`config.mk`:
```
export PLATFORM = sky130hd
export DESIGN_NAME = jtcps1_bank_arb
export DESIGN_NICKNAME = d
export VERILOG_FILES = /design/src/rtl/jtcps1_arb_pkg.sv /design/src/rtl/jtcps1_arb_sel.sv /design/src/rtl/jtcps1_bank_arb.sv
export SDC_FILE = /design/constraint.sdc
export NUM_CORES = 1
export LEC_CHECK = 0
export ABC_AREA = 1
export BUFFER_PORTS_ARGS = -buffer_cell sky130_fd_sc_hd__buf_2
export CORE_MARGIN = 5
export CORE_UTILIZATION = 46
export CTS_CLUSTER_SIZE = 30
export DETAILED_ROUTE_END_ITERATION = 10
export GPL_ROUTABILITY_DRIVEN = 0
export PLACE_DENSITY = 0.81
export SYNTH_ARGS = -nofsm -noshare
export SYNTH_HDL_FRONTEND = slang
export SYNTH_SLANG_ARGS = --single-unit
```
`constraint.sdc`:
```
create_clock -name clk -period 2.5 [get_ports clk]
set_input_delay 0.125 -clock clk [delete_from_list [all_inputs] [get_ports clk]]
set_output_delay 0.125 -clock clk [all_outputs]
set_load 0.02 [all_outputs]
```
`src/rtl/jtcps1_arb_pkg.sv`:
```
// Shared types and sizing helpers for the CPS1/CPS2 SDRAM bank arbiter.
package jtcps1_arb_pkg;

   typedef enum logic [1:0] {
      IDLE  = 2'd0,
      ISSUE = 2'd1,
      BUSY  = 2'd2,
      RFSH  = 2'd3
   } arb_state_t;

   localparam int NBANKS = 4;

   // Fixed-priority search order, slot k in bits [2k+1:2k]: 0, 1, 3, 2
   localparam logic [7:0] FIXED_PRIO = {2'd2, 2'd3, 2'd1, 2'd0};

   function automatic int tmr_width(input int period);
      return (period > 2) ? $clog2(period) : 1;
   endfunction

   function automatic int pend_width(input int maxpend);
      return (maxpend > 1) ? $clog2(maxpend + 1) : 1;
   endfunction

endpackage

```
`src/rtl/jtcps1_arb_sel.sv`:
```
// Combinational winner select for the bank arbiter.
// JTCPS1_BANK_RR_EN selects round-robin from ptr; otherwise fixed order 0,1,3,2.
import jtcps1_arb_pkg::*;

module jtcps1_arb_sel (
   input  logic [3:0] req,
   input  logic [1:0] ptr,
   output logic [3:0] gnt,
   output logic [1:0] bank
);

   logic       found;
   logic [1:0] idx;

`ifndef JTCPS1_BANK_RR_EN
   logic unused_ptr;
   assign unused_ptr = ^ptr;
`endif

   always_comb begin
      gnt   = '0;
      bank  = '0;
      found = 1'b0;
      idx   = '0;
      for (int k = 0; k < NBANKS; k++) begin
`ifdef JTCPS1_BANK_RR_EN
         idx = ptr + 2'(k);
`else
         idx = FIXED_PRIO[2*k +: 2];
`endif
         if (!found && req[idx]) begin
            found    = 1'b1;
            gnt[idx] = 1'b1;
            bank     = idx;
         end
      end
   end

endmodule

```
`src/rtl/jtcps1_bank_arb.sv`:
```
// SDRAM access scheduler: grants one bank at a time and schedules auto-refresh.
// Optional macro JTCPS1_BANK_RR_EN enables round-robin arbitration.
import jtcps1_arb_pkg::*;

module jtcps1_bank_arb #(
   parameter int SDRAMW       = 23,
   parameter int RFSH_PERIOD  = 750,
   parameter int RFSH_MAXPEND = 3
) (
   input  logic              clk,
   input  logic              rst,
   input  logic [3:0]        ba_rd,
   input  logic              ba_wr,
   input  logic [SDRAMW-1:0] ba0_addr,
   input  logic [SDRAMW-1:0] ba1_addr,
   input  logic [SDRAMW-1:0] ba2_addr,
   input  logic [SDRAMW-1:0] ba3_addr,
   input  logic [15:0]       ba0_din,
   input  logic [1:0]        ba0_din_m,
   output logic [3:0]        ba_ack,
   output logic [3:0]        ba_dst,
   output logic [3:0]        ba_rdy,
   input  logic              rfsh_en,
   output logic              sdram_req,
   output logic              sdram_we,
   output logic [1:0]        sdram_ba,
   output logic [SDRAMW-1:0] sdram_addr,
   output logic [15:0]       sdram_din,
   output logic [1:0]        sdram_mask,
   output logic              sdram_rfsh,
   input  logic              sdram_gnt,
   input  logic              sdram_dst,
   input  logic              sdram_rdy
);

   localparam int TW = tmr_width(RFSH_PERIOD);
   localparam int PW = pend_width(RFSH_MAXPEND);
   localparam logic [TW-1:0] TMR_LAST = TW'(RFSH_PERIOD - 1);
   localparam logic [PW-1:0] PEND_MAX = PW'(RFSH_MAXPEND);

   arb_state_t        state_reg, state_next;
   logic [1:0]        owner_reg;
   logic [SDRAMW-1:0] addr_reg;
   logic              we_reg;
   logic [15:0]       din_reg;
   logic [1:0]        mask_reg;
   logic              rfsh_gnt_reg, rfsh_gnt_next;
   logic [TW-1:0]     tmr_reg;
   logic [PW-1:0]     pend_reg, pend_next;

   logic              load, rfsh_take, tmr_wrap, rfsh_due;
   logic [3:0]        owner_oh, win_gnt;
   logic [1:0]        win_bank, ptr;
   logic [SDRAMW-1:0] win_addr;
   logic [SDRAMW-1:0] addr_arr [NBANKS];

   assign addr_arr[0] = ba0_addr;
   assign addr_arr[1] = ba1_addr;
   assign addr_arr[2] = ba2_addr;
   assign addr_arr[3] = ba3_addr;

`ifdef JTCPS1_BANK_RR_EN
   logic [1:0] ptr_reg;
   assign ptr = ptr_reg;

   always_ff @(posedge clk or posedge rst) begin
      if (rst)
         ptr_reg <= 2'd0;
      else if (load)
         ptr_reg <= win_bank + 2'd1;
   end
`else
   assign ptr = 2'd0;
`endif

   jtcps1_arb_sel u_sel (
      .req  (ba_rd),
      .ptr  (ptr),
      .gnt  (win_gnt),
      .bank (win_bank)
   );

   always_comb begin
      win_addr = '0;
      for (int i = 0; i < NBANKS; i++)
         if (win_gnt[i]) win_addr = win_addr | addr_arr[i];
   end

   assign owner_oh   = 4'b0001 << owner_reg;
   assign tmr_wrap   = (tmr_reg == TMR_LAST);
   assign rfsh_due   = ((pend_reg != '0) && rfsh_en) || (pend_reg == PEND_MAX);

   assign sdram_ba   = owner_reg;
   assign sdram_addr = addr_reg;
   assign sdram_we   = we_reg;
   assign sdram_din  = din_reg;
   assign sdram_mask = mask_reg;

   always_comb begin
      state_next    = state_reg;
      rfsh_gnt_next = rfsh_gnt_reg;
      load          = 1'b0;
      rfsh_take     = 1'b0;
      sdram_req     = 1'b0;
      sdram_rfsh    = 1'b0;
      ba_ack        = '0;
      ba_dst        = '0;
      ba_rdy        = '0;
      case (state_reg)
         IDLE: begin
            if (rfsh_due) begin
               state_next = RFSH;
            end else if (ba_rd != '0) begin
               load       = 1'b1;
               state_next = ISSUE;
            end
         end
         ISSUE: begin
            sdram_req = 1'b1;
            if (sdram_gnt) begin
               ba_ack     = owner_oh;
               state_next = BUSY;
            end
         end
         BUSY: begin
            ba_dst = sdram_dst ? owner_oh : 4'd0;
            ba_rdy = sdram_rdy ? owner_oh : 4'd0;
            if (sdram_rdy) state_next = IDLE;
         end
         RFSH: begin
            if (!rfsh_gnt_reg) begin
               sdram_rfsh = 1'b1;
               if (sdram_gnt) begin
                  rfsh_take     = 1'b1;
                  rfsh_gnt_next = 1'b1;
               end
            end else if (sdram_rdy) begin
               rfsh_gnt_next = 1'b0;
               state_next    = IDLE;
            end
         end
         default: state_next = IDLE;
      endcase
   end

   // A wrap and a refresh grant in the same cycle cancel out
   always_comb begin
      pend_next = pend_reg;
      if (tmr_wrap && !rfsh_take) begin
         if (pend_reg != PEND_MAX) pend_next = pend_reg + PW'(1);
      end else if (!tmr_wrap && rfsh_take) begin
         pend_next = pend_reg - PW'(1);
      end
   end

   always_ff @(posedge clk or posedge rst) begin
      if (rst) begin
         state_reg    <= IDLE;
         rfsh_gnt_reg <= 1'b0;
         tmr_reg      <= '0;
         pend_reg     <= '0;
      end else begin
         state_reg    <= state_next;
         rfsh_gnt_reg <= rfsh_gnt_next;
         tmr_reg      <= tmr_wrap ? '0 : tmr_reg + TW'(1);
         pend_reg     <= pend_next;
      end
   end

   always_ff @(posedge clk or posedge rst) begin
      if (rst) begin
         owner_reg <= 2'd0;
         addr_reg  <= '0;
         we_reg    <= 1'b0;
         din_reg   <= '0;
         mask_reg  <= '0;
      end else if (load) begin
         owner_reg <= win_bank;
         addr_reg  <= win_addr;
         we_reg    <= win_gnt[0] & ba_wr;
         din_reg   <= (win_gnt[0] & ba_wr) ? ba0_din   : 16'd0;
         mask_reg  <= (win_gnt[0] & ba_wr) ? ba0_din_m : 2'd0;
      end
   end

endmodule

```
==> flow_metrics.tcl, run 1 <==
set metrics [dict create \
    grt_pass1_wl_um 16300 \
    clock_sinks 59 \
    initial_core_util_pct 47.84 \
    finish.utilization_pct 63.13 \
    synth_most_common_cell "nand2_1" \
    synth_cell_types 29 \
    holdBufCountCts 1 \
    clock-skew-final_ns 0.007478 \
    fin_crit_ns 1.542 \
    arrival_ns 1.81 \
    grt_pass1_vias 3619 \
    cts_buffers 9 \
    syn-cell-area_mm2 0.003507 \
    grt_overflow 0 \
    start_kind "flop" \
    multi_input_area_mm2 0.001748 \
    cts_tree "built" \
    synthTopCellsByCount "231 x nand2_1, 59 x dfrtp_1, 32 x nand3_1" \
    ys_seq_area_share_pct 42.10 \
    crit_fanout 23 \
    post-cts-setup-buffer-count 0 \
    die_h_um 97.32 \
    ant_nets 0 \
    postSynthCellCount 481 \
    fin_nets 778 \
    antenna_found_initial 0 \
    htreeDepth 3 \
    grt_usage_pct 20.77 \
    post-place-ws_ns 0.9458 \
    dp.final_hpwl_um 7910 \
    core_area_mm2 0.007331 \
    holdPathEnd "sdram_din[1]" \
    synthArstFlopShare_pct 100.0 \
    synth-seq-cells 59 \
    period_share_pct 61.68 \
    diodes 0 \
    fin_ws_ns 0.9581 \
    r2r_start "state_reg[0]" \
    fillers 644 \
    leakage_uw 0.002672 \
    drive_gt1_share_pct 35.91 \
    drc 0 \
    fmax_mhz 648.5 \
    r2r_end "sdram_addr[7]" \
    grt_max_degree 56 \
    cts_resized 0 \
    slew_viol_final 0 \
    die_x_um 97.32 \
    num_vias 3685 \
    cp.required_ns 2.77 \
    clk_pin_slew_ns 0.07 \
    powerDensity_mw_per_mm2 974.9 \
    dpl.cell_count 742 \
    hp-class "in -> reg" \
    cp-end-kind "flop" \
    largest_register_ffs 23 \
    syn_avg_cell_area_um2 7.291 \
    drt_iter0_markers 99 \
    worstSetupPathType "reg -> reg" \
    synth_nets 604 \
    hold_depth 3 \
    outcome "complete, no violations" \
    io_pins 179 \
    via_per_inst 4.855 \
    min-delay-start "ba0_din[1]" \
    clock_latency_ns 0.33 \
    setup_violations 0 \
    maxCapViolCount 0 \
    die-area_mm2 0.009470 \
    cts_root_buffer "clkbuf_8" \
    rows 31 \
    wl_per_cell_um 13.04 \
    routed_wirelength_um 9894 \
    synthFlopType "dfrtp_1" \
    yosysWarnings 0 \
    clk_path_buf_depth 2 \
    ir_drop_uv 359.8 \
    worstRegToRegCells 5 \
    synth_edf_count 0 \
    portBuffers 178 \
    finalSetupTns_ns 0 \
    final-seq-area_mm2 0.001476 \
    synth_top_area_share_pct 42.10 \
    fin_cells 759 \
    tightestPinTransition_ns 0.6993 \
    r2r_slack_ns 0.96 \
    synthToLayoutAreaGrowth_pct 31.97 \
    first_pass_iters 4 \
    hold_viol 0 \
    synth.area.top_cells "dfrtp_1 42%, nand2_1 25%, o21ai_2 5.2%" \
    slew_headroom_pct 53.33 \
    yosys.area.top_type "dfrtp_1" \
    rsz0062_at_grt "no" \
]
placed cells by master (no fill, tap or decap):
| cell type | synthesis | layout |
|---|---|---|
| o21ai_2 | 21 | 21 |
| buf_2 | 8 | 178 |
| clkinv_1 | 1 | 1 |
| nand4_4 | 0 | 1 |
| nor3_4 | 1 | 1 |
| buf_12 | 0 | 1 |
| nand2_2 | 7 | 7 |
| nor2_4 | 1 | 1 |
| nand3_1 | 32 | 32 |
| nand3_2 | 1 | 1 |
| dfrtp_1 | 59 | 59 |
| o21ai_0 | 5 | 5 |
| a21oi_1 | 12 | 12 |
| nor3_1 | 4 | 4 |
| nand4_1 | 4 | 4 |
| a31oi_1 | 1 | 1 |
| buf_4 | 3 | 5 |
| inv_2 | 1 | 2 |
| nand3b_1 | 14 | 14 |
| bufinv_16 | 0 | 2 |
| nand2_1 | 231 | 231 |
| clkinv_4 | 0 | 2 |
| or2_2 | 2 | 2 |
| clkinv_2 | 0 | 3 |
| xor2_1 | 2 | 2 |
| nor2_8 | 1 | 1 |
| dlygate4sd3_1 | 0 | 1 |
| xnor2_1 | 1 | 1 |
| clkbuf_8 | 0 | 9 |
| inv_1 | 26 | 25 |
| nor2_1 | 29 | 29 |
| ha_1 | 2 | 2 |
per-layer routing:
metal	global-route usage, %	routed length, µm
met5	0	0
met4	6.603	168
met3	4.451	735
met2	36.41	4942
met1	25.48	4047
worst max path at each step:
stage | cells past startpoint | slack, ns | to | start
after floorplan | 1 | 0.92 | pend_reg[0] | rst
after global placement | 8 | 1.02 | sdram_addr[14] | ba_rd[0]
after detailed placement | 5 | 0.95 | sdram_addr[7] | state_reg[0]
after CTS | 5 | 0.92 | sdram_addr[7] | state_reg[0]
after global routing | 5 | 0.79 | sdram_addr[4] | state_reg[0]
final | 5 | 0.96 | sdram_addr[7] | state_reg[0]
logic make-up (layout without fill, tap and decap cells):
kind of cell,Yosys count,in the layout,synth area share [%]
adders and majority gates,2,2,0.7134
DFF,59,59,42.10
buffers and inverters,50,229,8.312
xor gates and xnor gates,3,3,0.7493
AOI/OAI and AO/OA,39,39,7.849
and+or+nand+nor,328,328,40.28
power breakdown:
| group | internal, µW | total [µW] | switching, µW |
|---|---|---|---|
| clock | 558 | 938 | 380 |
| combinational | 683 | 2010 | 1330 |
| sequential | 1320 | 1560 | 244 |
metrics by stage:
stage	instance area [µm²]	hold WS [ns]	power (µW)
final	4628	0.04506	4512
after floorplan	3507	0.2810	3004
after global placement	4402	0.03025	3555
after CTS	4628	0.03564	4568
after detailed placement	4402	0.03311	3612
after global routing	4628	0.03549	4823
worst max-delay path, cell delays in order, from the launching register on:
cell and delay [ns]:
dfrtp_1 0.42, nor2_1 0.26, nand4_4 0.25, inv_2 0.36, nand2_1 0.11, nand2_1 0.07
final cells by class:
type	count	share of cell area [%]
Multi-Input combinational cell	372	37.77
Sequential cell	59	31.90
Timing Repair Buffer	185	20.71
Clock buffer	9	2.676
Tap cell	99	2.676
Inverter	28	2.271
Clock inverter	7	2.001
Power figures use the tool's default switching activity.
==> inputs of run 2 (changes only) <==
Settings changed: ABC_AREA 1 to 0, CORE_UTILIZATION 46 to 45.
Clock period 2.5 ns to 1.5 ns, I/O delays scaled along.
==> run 2 against run 1 <==
  * The flow now finishes with violations (setup timing)
  * Clock power is 55% higher
  * Cell area is 14% higher
  * Cell count is 10% lower
  * Register-to-register slack worse by 1.1 ns
  * Global-route usage is 3.8 points higher
  * First-iteration DRC count is 120% higher
  * Sequential power is 74% higher
  * Count of clock-buffer cells in the layout is 4 higher
  * Sequential share of layout area is 3.9 points lower
  * Sequential cell count stayed put
==> flow_metrics.tcl, run 2 <==
set metrics [dict create \
    outcome "finished, violations left" \
    violations "setup timing" \
    num_vias 3858 \
    rows 30 \
    grt_pass1_vias 3643 \
    synth_cell_types 46 \
    finalSetupTns_ns -3.248 \
    worstSetupPathType "reg -> reg" \
    fin_nets 704 \
    yosys.area.top_type "dfrtp_1" \
    initial_core_util_pct 46.52 \
    layout_common_cells "173 x buf_2, 57 x dfrtp_1, 31 x nand2_1" \
    diodes 0 \
    via_per_inst 5.665 \
    clk_path_buf_depth 2 \
    synth_nets 482 \
    clock_sinks 59 \
    largest_register_ffs 23 \
    slew_viol_final 0 \
    cts_tree "built" \
    leakage_uw 0.002489 \
    grt_usage_pct 24.57 \
    clock_latency_ns 0.33 \
    wl_per_cell_um 18.75 \
    synthFlopType "dfrtp_1" \
    fin_crit_ns 1.609 \
    cts_root_buffer "clkbuf_8" \
    slew_headroom_pct 38.50 \
    powerDensity_mw_per_mm2 1515 \
    grt_max_degree 60 \
    drive_gt1_share_pct 48.89 \
    startpoint "pend_reg[0]" \
    die-area_mm2 0.008843 \
    die_x_um 94.04 \
    htreeDepth 3 \
    crit_chain "maj3_2 -> nor3_4 -> buf_6 -> buf_12 -> clkbuf_16 -> nor2_2 -> a31oi_1" \
    clock-skew-final_ns 0.01172 \
    r2r_start "pend_reg[0]" \
    synth_most_common_cell "dfrtp_1" \
    synth-seq-cells 59 \
    hold_slack_ns 0.01635 \
    synth_edf_count 0 \
    grt_overflow 0 \
    setup_violations 51 \
    yosysWarnings 0 \
    fillers 452 \
    start_kind "flop" \
    tightestPinTransition_ns 0.9184 \
    hp-class "in -> reg" \
    cp_slowest_cell "dfrtp_1" \
    grt_pass1_wl_um 17140 \
    io_pins 179 \
    fmax_mhz 621.6 \
    dp.final_hpwl_um 7459 \
    routed_wirelength_um 12770 \
    min-delay-start "ba0_din[1]" \
    synth.area.top_cells "dfrtp_1 46%, a221o_1 7.2%, o21ai_0 6.5%" \
    cpPeakStageDelay_ns 0.39 \
    cp-end-kind "flop" \
    synthArstFlopShare_pct 100.0 \
    portBuffers 178 \
    synth_top_area_share_pct 46.46 \
    final_common_cell "buf_2" \
    arrival_ns 1.86 \
    cts_buffers 9 \
    post-place-ws_ns -0.08432 \
    postSynthCellCount 359 \
    hold_viol 0 \
    core_area_mm2 0.006832 \
    cp.required_ns 1.75 \
    fin_ws_ns -0.1087 \
    syn_avg_cell_area_um2 8.853 \
    period_share_pct 107.2 \
    die_h_um 94.04 \
    antenna_found_initial 0 \
    clk_pin_slew_ns 0.07 \
    ant_nets 0 \
    ys_seq_area_share_pct 46.46 \
    crit_fanout 8 \
    drt_iter0_markers 218 \
    synthTopCellsByCount "59 x dfrtp_1, 41 x o21ai_0, 39 x nor2_1" \
    syn-cell-area_mm2 0.003178 \
    ir_drop_uv 774.2 \
    synthToLayoutAreaGrowth_pct 66.14 \
    maxCapViolCount 0 \
    first_pass_iters 5 \
    rsz0062_at_grt "yes" \
    drc 0 \
    totalPowerFinal_uw 7998 \
]
## run 2: final timing paths
| path | endpoint | slack [ns] | cells after the start |
|---|---|---|---|
| max in group asynchronous | tmr_reg[8] | 0.85 | 4 |
| setup / recovery | sdram_addr[7] | -0.11 | 7 |
| min in group asynchronous | sdram_din[7] | 0.35 | 4 |
| hold / removal | sdram_din[1] | 0.02 | 3 |
| hold reg to reg | sdram_din[14] | 0.52 | 2 |
| setup reg to reg | sdram_addr[7] | -0.11 | 7 |
## run 2: metrics by stage
step	area (µm²)	instances	util (%)
global placement	4265	622	62.44
floorplan	3204	359	-
detailed placement	4265	622	62.44
CTS	4751	661	69.54
finish	5280	681	77.29
global route	5280	681	77.29
## run 2: layer usage
layer | vias to the layer above | wire length [µm] | track usage (%)
met5 | - | 0 | 0
met4 | 0 | 615 | 13.00
met3 | 52 | 1050 | 6.010
met2 | 258 | 6489 | 41.87
met1 | 1800 | 4614 | 28.35
li1 | 1748 | - | -
## run 2: cells by family after synthesis
family	Yosys count	share of synthesized area (%)
AOI/OAI and AO/OA	106	22.52
xor gates and xnor gates	4	1.103
adders and majority gates	3	1.142
buffers and inverters	58	7.795
DFF	59	46.46
and+or+nand+nor	129	20.98
## run 2: layout make-up
type | instances | area [µm²] | share of cell area [%]
Clock buffer | 13 | 158.9 | 3.009
Clock inverter | 2 | 35.03 | 0.6635
Inverter | 28 | 108.9 | 2.062
Multi-Input combinational cell | 242 | 1683 | 31.87
Sequential cell | 59 | 1479 | 28.01
Tap cell | 96 | 120.1 | 2.275
Timing Repair Buffer | 241 | 1695 | 32.11
## run 2: what timing repair did
item | in CTS | in global routing
resized for setup | 10 | 76
endpoints found under the setup margin | 27 | 63
setup buffers | 3 | 8
endpoints found under the hold margin | 79 | 1
pin swaps | 1 | 24
hold buffers | 21 | 1
cloned | 1 | 12
## run 2: worst max-delay path: cells and delay by family (launching register included)
| kind | cells | cell delay (ns) |
|---|---|---|
| flip-flops | 1 | 0.39 |
| adder cells (fa/ha/maj) | 1 | 0.35 |
| buffers and inverters | 3 | 0.44 |
| AO/OA/AOI/OAI | 1 | 0.15 |
| AND/OR/NAND/NOR | 2 | 0.20 |
## run 2: power breakdown
| part | total [µW] | leakage, µW | internal, µW | switching, µW |
|---|---|---|---|---|
| clock | 1450 | 0.0000995 | 848 | 600 |
| sequential | 2710 | 0.000711 | 2170 | 537 |
| combinational | 3840 | 0.00168 | 1660 | 2180 |
| total | 8000 | 0.00249 | 4680 | 3320 |
==> inputs of run 3 (changes only) <==
Settings changed: CORE_MARGIN 5 to not set, CTS_CLUSTER_DIAMETER set to 120.
==> run 3 against run 2 <==
  * The run ends with hold timing, setup timing left
  * Highest routed layer unchanged
  * Count of clock-buffer cells in the layout decreased by 2
  * Utilization decreased by 2.0 points
  * Global-route usage grew 3.1 points
==> flow_metrics.tcl, run 3 (synthesis results as in run 2) <==
set metrics [dict create \
    leakage_uw 0.002434 \
    finalSetupTns_ns -5.415 \
    hold_depth 3 \
    outcome "finished, violations left" \
    grt_usage_pct 27.66 \
    clk_pin_slew_ns 0.07 \
    hp-class "in -> reg" \
    cp-end-kind "flop" \
    routed_wirelength_um 11640 \
    synthToLayoutAreaGrowth_pct 60.98 \
    slew_viol_final 0 \
    powerDensity_mw_per_mm2 1552 \
    cp.required_ns 1.74 \
    grt_pass1_vias 3535 \
    fin_crit_ns 1.742 \
    portBuffers 178 \
    tightestPinTransition_ns 0.9274 \
    die-area_mm2 0.007402 \
    htreeDepth 3 \
    fin_nets 695 \
    fmax_mhz 574.1 \
    slew_headroom_pct 37.89 \
    core_area_mm2 0.006794 \
    clk_path_buf_depth 2 \
    hold_slack_ns -0.002159 \
    hold_viol 1 \
    grt_pass1_wl_um 16070 \
    violations "hold timing, setup timing" \
    ant_nets 0 \
    largest_register_ffs 23 \
    die_h_um 86.04 \
    rsz0062_at_grt "yes" \
    maxCapViolCount 0 \
    diodes 0 \
    wl_per_cell_um 17.29 \
    clock_latency_ns 0.34 \
    crit_fanout 8 \
    grt_max_degree 61 \
    cts_root_buffer "clkbuf_8" \
    antenna_found_initial 0 \
    grt_overflow 0 \
    final_common_cell "buf_2" \
    clock_sinks 59 \
    worstSetupPathType "reg -> reg" \
    drive_gt1_share_pct 48.87 \
    first_pass_iters 5 \
    fin_ws_ns -0.2418 \
    via_per_inst 5.527 \
    dp.final_hpwl_um 7314 \
    arrival_ns 1.98 \
    drc 0 \
    rows 30 \
    die_x_um 86.04 \
    num_vias 3720 \
    clock-skew-final_ns 0.006873 \
    io_pins 179 \
    layout_common_cells "174 x buf_2, 58 x dfrtp_1, 32 x nand2_1" \
    worstRegToRegCells 6 \
    cts_buffers 9 \
    cts_tree "built" \
    setup_violations 52 \
    ir_drop_uv 793.1 \
    fillers 479 \
    start_kind "flop" \
    drt_iter0_markers 149 \
    initial_core_util_pct 46.78 \
    period_share_pct 116.1 \
]
## run 3: cell types whose count changed in the layout (fill, tap and decap cells not counted), moves of 2 or more
cell | before | now
clkbuf_1 | 2 | 0
clkinv_2 | 1 | 3
or2_4 | 2 | 0
nor2_2 | 13 | 5
clkbuf_16 | 8 | 4
buf_4 | 22 | 26
dlygate4sd3_1 | 22 | 16
nor2_4 | 9 | 17
buf_12 | 5 | 2
nor4_1 | 0 | 2
## run 3: through the flow
| step | setup slack (ns) | total power, µW | instances | utilization (%) | instance area, µm² |
|---|---|---|---|---|---|
| after floorplan | 0.01303 | 4341 | 359 | - | 3204 |
| after global placement | 0.002608 | 5324 | 624 | 62.45 | 4243 |
| after detailed placement | -0.07902 | 5441 | 624 | 62.45 | 4243 |
| after CTS | -0.08281 | 7186 | 657 | 68.90 | 4681 |
| after global routing | -0.2939 | 8304 | 673 | 75.30 | 5116 |
| final | -0.2418 | 7941 | 673 | 75.30 | 5116 |
## run 3: cell type report
type,count,area [µm²],share of cell area [%]
flip-flops and latches,59,1478,28.88
well taps,96,120.1,2.348
clock buffers,11,151.4,2.959
inverters,28,108.9,2.128
repair buffers,232,1486,29.05
clock inverters,5,75.07,1.467
multi-input cells,242,1697,33.16
## run 3: metal layers
layer	part of all wire (%)	GRT usage (%)	vias up
li1	-	-	1729
met5	0	0	-
met4	4.1	15.15	0
met2	53	49.78	204
met1	36	30.52	1747
met3	6.6	5.486	40
## run 3: final timing paths
kind                       slack, ns          start        endpoint
hold reg to reg                 0.52  sdram_din[12]   sdram_din[12]
max in group asynchronous       0.81            rst     sdram_ba[1]
min in group asynchronous       0.39            rst    sdram_din[5]
hold / removal                -0.002    ba2_addr[5]   sdram_addr[5]
setup / recovery               -0.24    pend_reg[0]  sdram_addr[18]
setup reg to reg               -0.24    pend_reg[0]  sdram_addr[18]
## run 3: power by group
group | switching [µW] | leakage (µW) | internal [µW]
Sequential | 548 | 0.000713 | 2170
Clock | 633 | 0.000119 | 1020
Combinational | 2070 | 0.00160 | 1510
Total | 3250 | 0.00243 | 4690
## run 3: critical path, stage by stage, from the launching register on
cell and delay [ns]:
dfrtp_1 0.41, maj3_2 0.36, nor3_4 0.24, buf_6 0.19
clkbuf_16 0.19, nor2_4 0.04, a31oi_1 0.21
## run 3: timing repair
action | CTS | global route
hold buffers | 15 | 1
gates cloned | 1 | 7
setup buffers | 2 | 8
endpoints found under the hold margin | 73 | 1
gates resized for setup | 11 | 79
endpoints found under the setup margin | 51 | 65
pin swaps | 2 | 24
